### config.mk
export PLATFORM = sky130hd
export DESIGN_NAME = rpxfer_seq
export DESIGN_NICKNAME = d
export VERILOG_FILES = /design/src/rtl/rp_pkg.sv /design/src/rtl/rpxfer_chsinc.sv /design/src/rtl/rpxfer_seq.sv
export SDC_FILE = /design/constraint.sdc
export NUM_CORES = 1
export LEC_CHECK = 0
export CAP_MARGIN = 20
export CORE_ASPECT_RATIO = 0.8
export CORE_MARGIN = 5
export CORE_UTILIZATION = 51
export CTS_CLUSTER_DIAMETER = 80
export DETAILED_ROUTE_END_ITERATION = 8
export HOLD_SLACK_MARGIN = 0.15
export PLACE_DENSITY = 0.95
export SKIP_CTS_REPAIR_TIMING = 1
export SLEW_MARGIN = 40
export SYNTH_ARGS = -nofsm -noshare
export SYNTH_HDL_FRONTEND = slang
export SYNTH_SLANG_ARGS = --single-unit
### constraint.sdc
create_clock -name clk -period 6 [get_ports clk]
set_input_delay 0.6 -clock clk [delete_from_list [all_inputs] [get_ports clk]]
set_output_delay 0.6 -clock clk [all_outputs]
set_load 0.01 [all_outputs]
### src/rtl/rp_pkg.sv
// Shared RP disk emulation definitions: CHS/LSA widths, sequencer state codes, RP06 geometry.
// Latency: n/a (package).
// Backpressure: n/a (package).
package rp_pkg;

    localparam int CYL_W = 10;
    localparam int TRK_W = 6;
    localparam int SEC_W = 6;
    localparam int LSA_W = 21;

    // RP06 pack geometry, used by benches and bring-up configurations
    localparam int RP06_CYL = 815;
    localparam int RP06_TRK = 19;
    localparam int RP06_SEC = 20;

    // Transfer sequencer state encoding
    typedef logic [2:0] state_t;
    localparam state_t S_IDLE  = 3'd0;
    localparam state_t S_CHECK = 3'd1;
    localparam state_t S_START = 3'd2;
    localparam state_t S_CALC  = 3'd3;
    localparam state_t S_REQ   = 3'd4;
    localparam state_t S_INCR  = 3'd5;
    localparam state_t S_DONE  = 3'd6;

    // True when a CHS address lies inside the configured pack geometry
    function automatic logic chs_in_range(
        input logic [CYL_W-1:0] dca,
        input logic [TRK_W-1:0] ta,
        input logic [SEC_W-1:0] sa,
        input logic [CYL_W-1:0] cylnum,
        input logic [TRK_W-1:0] trknum,
        input logic [SEC_W-1:0] secnum
    );
        return (dca < cylnum) && (ta < trknum) && (sa < secnum);
    endfunction

endpackage

### src/rtl/rpxfer_chsinc.sv
// Combinational CHS incrementer: sector, carry into track, carry into cylinder, end-of-pack flag.
// Latency: 0 cycles (pure combinational).
// Backpressure: none; result is valid whenever inputs are.
module rpxfer_chsinc
    import rp_pkg::*;
(
    input  logic [CYL_W-1:0] dca,
    input  logic [TRK_W-1:0] ta,
    input  logic [SEC_W-1:0] sa,
    input  logic [CYL_W-1:0] cylnum,
    input  logic [TRK_W-1:0] trknum,
    input  logic [SEC_W-1:0] secnum,
    output logic [CYL_W-1:0] nxt_dca,
    output logic [TRK_W-1:0] nxt_ta,
    output logic [SEC_W-1:0] nxt_sa,
    output logic             ovf
);

    // One extra bit on each sum so a field at its maximum code still compares correctly
    logic [SEC_W:0] sa_p1;
    logic [TRK_W:0] ta_p1;
    logic [CYL_W:0] dca_p1;
    logic [TRK_W:0] ta_mid;

    // Ripple the +1 through sector, track and cylinder using the geometry limits
    always_comb begin
        sa_p1  = {1'b0, sa} + (SEC_W+1)'(1);
        ta_p1  = {1'b0, ta} + (TRK_W+1)'(1);
        dca_p1 = {1'b0, dca} + (CYL_W+1)'(1);
        nxt_sa  = sa_p1[SEC_W-1:0];
        ta_mid  = {1'b0, ta};
        nxt_dca = dca;
        if (sa_p1 == {1'b0, secnum}) begin
            nxt_sa = '0;
            ta_mid = ta_p1;
        end
        nxt_ta = ta_mid[TRK_W-1:0];
        if (ta_mid == {1'b0, trknum}) begin
            nxt_ta  = '0;
            nxt_dca = dca_p1[CYL_W-1:0];
        end
        // The overflowed cylinder value is kept by the caller, so flag it here
        ovf = ({1'b0, nxt_dca} == {1'b0, cylnum});
    end

endmodule

### src/rtl/rpxfer_seq.sv
// Sector transfer sequencer: walks CHS per sector, runs RPADDR, issues one SD request per sector.
// Latency: GO -> CHECK next cycle -> ADRSTRT or DONE the cycle after; then calc + SD time per sector.
// Backpressure: waits on rpADRBUSY and holds sdREQ until sdACK; GO ignored while busy.
module rpxfer_seq
    import rp_pkg::*;
#(
    parameter int CNTW = 9
) (
    input  logic             clk,
    input  logic             rst,
    input  logic             xferGO,
    input  logic             xferCLR,
    input  logic [CYL_W-1:0] rpCYLNUM,
    input  logic [TRK_W-1:0] rpTRKNUM,
    input  logic [SEC_W-1:0] rpSECNUM,
    input  logic [CYL_W-1:0] xferDCA,
    input  logic [TRK_W-1:0] xferTA,
    input  logic [SEC_W-1:0] xferSA,
    input  logic [CNTW-1:0]  xferCNT,
    output logic [CYL_W-1:0] rpDCA,
    output logic [TRK_W-1:0] rpTA,
    output logic [SEC_W-1:0] rpSA,
    output logic             rpADRSTRT,
    input  logic             rpADRBUSY,
    input  logic [LSA_W-1:0] rpSDLSA,
    output logic             sdREQ,
    output logic [LSA_W-1:0] sdLSA,
    input  logic             sdACK,
    input  logic             sdERR,
    output logic             xferBUSY,
    output logic             xferDONE,
    output logic             xferIAE,
    output logic             xferAOE,
    output logic             xferERR
);

    state_t           state;
    state_t           state_nxt;
    logic [CYL_W-1:0] dca;
    logic [TRK_W-1:0] ta;
    logic [SEC_W-1:0] sa;
    logic [CNTW-1:0]  cnt;
    logic [LSA_W-1:0] lsa;
    logic             iae;
    logic             aoe;
    logic             err;

    logic [CYL_W-1:0] inc_dca;
    logic [TRK_W-1:0] inc_ta;
    logic [SEC_W-1:0] inc_sa;
    logic             inc_ovf;

    logic             cnt_zero;
    logic             addr_ok;
    logic             load;
    logic             ack_ok;
    logic             ack_err;
    logic             calc_done;

    rpxfer_chsinc u_chsinc (
        .dca     (dca),
        .ta      (ta),
        .sa      (sa),
        .cylnum  (rpCYLNUM),
        .trknum  (rpTRKNUM),
        .secnum  (rpSECNUM),
        .nxt_dca (inc_dca),
        .nxt_ta  (inc_ta),
        .nxt_sa  (inc_sa),
        .ovf     (inc_ovf)
    );

    // Shared qualifiers; every state-advancing event is masked by an abort
    always_comb begin
        cnt_zero  = (cnt == '0);
        addr_ok   = chs_in_range(dca, ta, sa, rpCYLNUM, rpTRKNUM, rpSECNUM);
        load      = !xferCLR && (state == S_IDLE) && xferGO;
        ack_ok    = !xferCLR && (state == S_REQ) && sdACK && !sdERR;
        ack_err   = !xferCLR && (state == S_REQ) && sdACK && sdERR;
        calc_done = !xferCLR && (state == S_CALC) && !rpADRBUSY;
    end

    // Next-state decode; abort overrides everything and returns to IDLE without DONE
    always_comb begin
        state_nxt = state;
        if (xferCLR) begin
            state_nxt = S_IDLE;
        end else begin
            case (state)
                S_IDLE:  if (xferGO) state_nxt = S_CHECK;
                S_CHECK: state_nxt = (cnt_zero || !addr_ok) ? S_DONE : S_START;
                S_START: state_nxt = S_CALC;
                S_CALC:  if (!rpADRBUSY) state_nxt = S_REQ;
                S_REQ:   if (sdACK) state_nxt = sdERR ? S_DONE : S_INCR;
                S_INCR:  state_nxt = (cnt_zero || inc_ovf) ? S_DONE : S_START;
                S_DONE:  state_nxt = S_IDLE;
                default: state_nxt = S_IDLE;
            endcase
        end
    end

    // State register
    always_ff @(posedge clk or posedge rst) begin
        if (rst) state <= S_IDLE;
        else     state <= state_nxt;
    end

    // CHS address: loaded on GO, stepped in INCR, otherwise held (including across abort)
    always_ff @(posedge clk or posedge rst) begin
        if (rst) begin
            dca <= '0;
            ta  <= '0;
            sa  <= '0;
        end else if (load) begin
            dca <= xferDCA;
            ta  <= xferTA;
            sa  <= xferSA;
        end else if (!xferCLR && (state == S_INCR)) begin
            dca <= inc_dca;
            ta  <= inc_ta;
            sa  <= inc_sa;
        end
    end

    // Remaining sector count, decremented on each successful SD completion
    always_ff @(posedge clk or posedge rst) begin
        if (rst)         cnt <= '0;
        else if (load)   cnt <= xferCNT;
        else if (ack_ok) cnt <= cnt - CNTW'(1);
    end

    // LSA captured once RPADDR finishes, held stable for the whole request
    always_ff @(posedge clk or posedge rst) begin
        if (rst)            lsa <= '0;
        else if (calc_done) lsa <= rpSDLSA;
    end

    // Sticky error flags: cleared on GO or abort, set by the failing condition
    always_ff @(posedge clk or posedge rst) begin
        if (rst) begin
            iae <= 1'b0;
            aoe <= 1'b0;
            err <= 1'b0;
        end else if (xferCLR || load) begin
            iae <= 1'b0;
            aoe <= 1'b0;
            err <= 1'b0;
        end else begin
            if ((state == S_CHECK) && !cnt_zero && !addr_ok) iae <= 1'b1;
            if ((state == S_INCR) && !cnt_zero && inc_ovf)   aoe <= 1'b1;
            if (ack_err)                                     err <= 1'b1;
        end
    end

    // Outputs are registers or pure state decodes
    assign rpDCA     = dca;
    assign rpTA      = ta;
    assign rpSA      = sa;
    assign sdLSA     = lsa;
    assign rpADRSTRT = (state == S_START);
    assign sdREQ     = (state == S_REQ);
    assign xferBUSY  = (state != S_IDLE);
    assign xferDONE  = (state == S_DONE);
    assign xferIAE   = iae;
    assign xferAOE   = aoe;
    assign xferERR   = err;

endmodule
==> impl_metrics.yaml <==
outcome:
  status: "completed"
placement:
  numPortBuffers: 130
  dpl.hpwl_um: 9482
  gp_congestion: 0.8871
critical_path:
  worstSetupEndpointType: "register"
  setup.worst_path.start_class: "input pin"
  cp.required_ns: 6.22
  rrSetupSlack_ns: 2.56
  crit_slowest_cell: "nor3_4"
  path_max_fanout: 18
  critPathMaxStageDelay_ns: 0.58
  crit_type: "input pin to register"
  path_cells: "clkdlybuf4s50_1, xnor2_1, or3_4, a221oi_4, and2_4, a41oi_4, nor3_4, mux2_2, a31oi_1, a211oi_2, a22o_1"
  crit_arrival_ns: 3.75
synthesis:
  ys_top_cells_by_area: "dfrtp_1, ha_1, mux2_2"
  ys_seq_elements: 58
  synth-main-ff-cell: "dfrtp_1"
  ys_seq_area_frac: 0.3530
  postSynthCellCount: 449
  yosysWarningCount: 0
  avgSynthCellArea_sq_um: 9.157
  synthArstFlopShare: 1.000
  synth_cell_types: 63
  syn-num-nets: 554
  synth_edf_count: 0
  synthesis.area_sq_um: 4111
  synth_area_leader_cell: "dfrtp_1"
  synthDominantCellAreaShare: 0.3530
timing:
  fin_crit_sh: 0.5875
  slew_violations: 0
  setup_viol: 0
  worst_pin_slew_ns: 0.6857
  holdWs_ns: 0.5086
  rsz0062_at_grt: "false"
  fin_crit_ns: 3.525
  finalHoldViolCount: 0
  fmax_ghz: 0.2837
  max_slew_margin: 0.5419
  fin_setup_tns_ns: 0
  skew_ns: 0.01212
clock_tree:
  clk_latency_ns: 0.34
  cts_buffer_depth: 2
  clock-sinks: 58
  path_clk_slew_ns: 0.07
  clockRootBuffer: "clkbuf_8"
  cts_tree: "done"
  cts_inserted_buffers: 9
  cts_max_level: 3
job:
  maxCapViolations: 0
detailed_routing:
  ant_nets: 0
  drc: 0
  dr_total_vias: 3999
  drtIter0Drc: 278
  viasPerCell: 5.821
  finalWirelength_um: 12350
  firstDrtPassIters: 5
  routedWlPerCell_um: 17.97
cells_and_area:
  area_growth_pct: 37.89
  antenna_cells: 0
  drive_gt1_frac: 0.1105
  nets: 680
global_routing:
  grt_antenna_before_repair: 0
  grt_max_degree: 59
  overflow: 0
  grt_pass1_vias: 3898
  track_usage: 0.2477
  grt_pass1_wl_um: 19750
floorplan:
  pin_count: 131
  die_h_um: 90.31
  row_count: 29
  die_w_um: 110.4
  start_util: 0.5198
  core_area_sq_um: 7910
  die_area_sq_um: 9968
pwr:
  p_sw_uw: 995.9
  power_frac_comb: 0.526
  clockPowerShare: 0.130
  p_per_area_nw_per_um2: 418.7
  netSwitchingFraction: 0.4195
  p_seq_frac: 0.343
  leakage_nw: 2.465
  cellInternalPower_mw: 1.378
  total_power_mw: 2.374
  ir_drop_mv: 0.2445
min_path:
  holdCritPathClass: "register to register"
## final timing paths
check	startpoint	end	depth (start not counted)
setup / recovery	rpSECNUM[5]	xferAOE$_DFFE_PP0P_	11
hold reg to reg	sdLSA[20]$_DFFE_PP0P_	sdLSA[20]$_DFFE_PP0P_	1
max in group asynchronous	rst	sdLSA[2]$_DFFE_PP0P_	3
hold / removal	sdLSA[20]$_DFFE_PP0P_	sdLSA[20]$_DFFE_PP0P_	1
setup reg to reg	rpSA[2]$_DFFE_PP0P_	xferAOE$_DFFE_PP0P_	10
min in group asynchronous	rst	xferIAE$_DFFE_PP0P_	3
## power groups by stage
stage          Clock [mW]  Sequential (mW)  Combinational (mW)
2_1_floorplan           0            0.788               0.716
3_3_place_gp            0            0.794                1.20
3_5_place_dp            0            0.814                1.25
4_1_cts             0.314            0.810                1.26
5_1_grt             0.336            0.846                1.38
6_report            0.309            0.815                1.25
## cell usage in the layout (no fill, tap or decap), types with 4 or more instances in the layout
| cell | synthesis | routed |
|---|---|---|
| o311ai_1 | 8 | 8 |
| clkinv_2 | 0 | 4 |
| nand2_1 | 42 | 42 |
| and3_1 | 5 | 5 |
| clkbuf_8 | 0 | 9 |
| a21oi_1 | 16 | 16 |
| xnor2_1 | 22 | 22 |
| clkdlybuf4s50_1 | 0 | 130 |
| nor3_1 | 10 | 10 |
| nand3_1 | 16 | 16 |
| nor2_1 | 30 | 29 |
| nor4_1 | 6 | 6 |
| inv_1 | 30 | 29 |
| xor2_1 | 13 | 13 |
| o21ai_1 | 7 | 7 |
| a21o_1 | 9 | 9 |
| or3_1 | 7 | 7 |
| o21ai_0 | 27 | 27 |
| nor3b_1 | 7 | 6 |
| ha_1 | 24 | 24 |
| dfrtp_1 | 58 | 58 |
| nand4_1 | 4 | 4 |
| mux2_2 | 22 | 22 |
| nand2b_1 | 7 | 7 |
| a221o_1 | 7 | 7 |
## cell usage after synthesis (13+ instances only)
master,count
dfrtp_1,58
nand2_1,42
inv_1,30
nor2_1,30
o21ai_0,27
ha_1,24
mux2_2,22
xnor2_1,22
a21oi_1,16
nand3_1,16
clkbuf_1,15
xor2_1,13
## kinds of logic after synthesis
kind of cell | share of synthesized area
simple gates | 0.2060
compound gates | 0.1899
flops | 0.3530
buf+inv | 0.04321
xor+xnor | 0.07456
fa+ha+maj | 0.07304
mux | 0.06026
## metal layers
layer / global-route usage / part of all wire / vias up
met4: 0.06872 / 0.020 / 0
li1: - / - / 1874
met5: 0 / 0 / -
met1: 0.3187 / 0.41 / 1898
met3: 0.07005 / 0.096 / 24
met2: 0.4051 / 0.47 / 203
## flip-flops by register name, indices dropped and copies added, names as in the netlist
register,flops
xferERR,1
rpTA,6
state,3
rpSA,6
cnt,9
sdLSA,21
xferIAE,1
xferAOE,1
rpDCA,10
## layout make-up
class	instances	area, sq um
multi-input cells	344	2491
fillers	593	2241
flip-flops and latches	58	1451
repair buffers	132	1320
well taps	108	135.1
clock buffers	9	123.9
inverters	30	112.6
clock inverters	6	35.03
## worst max-delay path: cells and delay by family
family | cells | cell delay (ns)
simple gates | 3 | 1.15
compound gates | 5 | 0.99
buf+inv | 1 | 0.44
mux | 1 | 0.40
xor+xnor | 1 | 0.15
## metrics by stage
step / worst slack [ns] / util / instances / cell area (sq um)
3_5_place_dp: 2.147 / 0.6957 / 672 / 5503
3_3_place_gp: 2.222 / 0.6957 / 672 / 5503
6_report: 2.475 / 0.7167 / 687 / 5669
2_1_floorplan: 3.055 / - / 449 / 4111
5_1_grt: 2.266 / 0.7167 / 687 / 5669
4_1_cts: 2.495 / 0.7158 / 687 / 5662
Note: power is estimated with default switching activity, not from simulation.
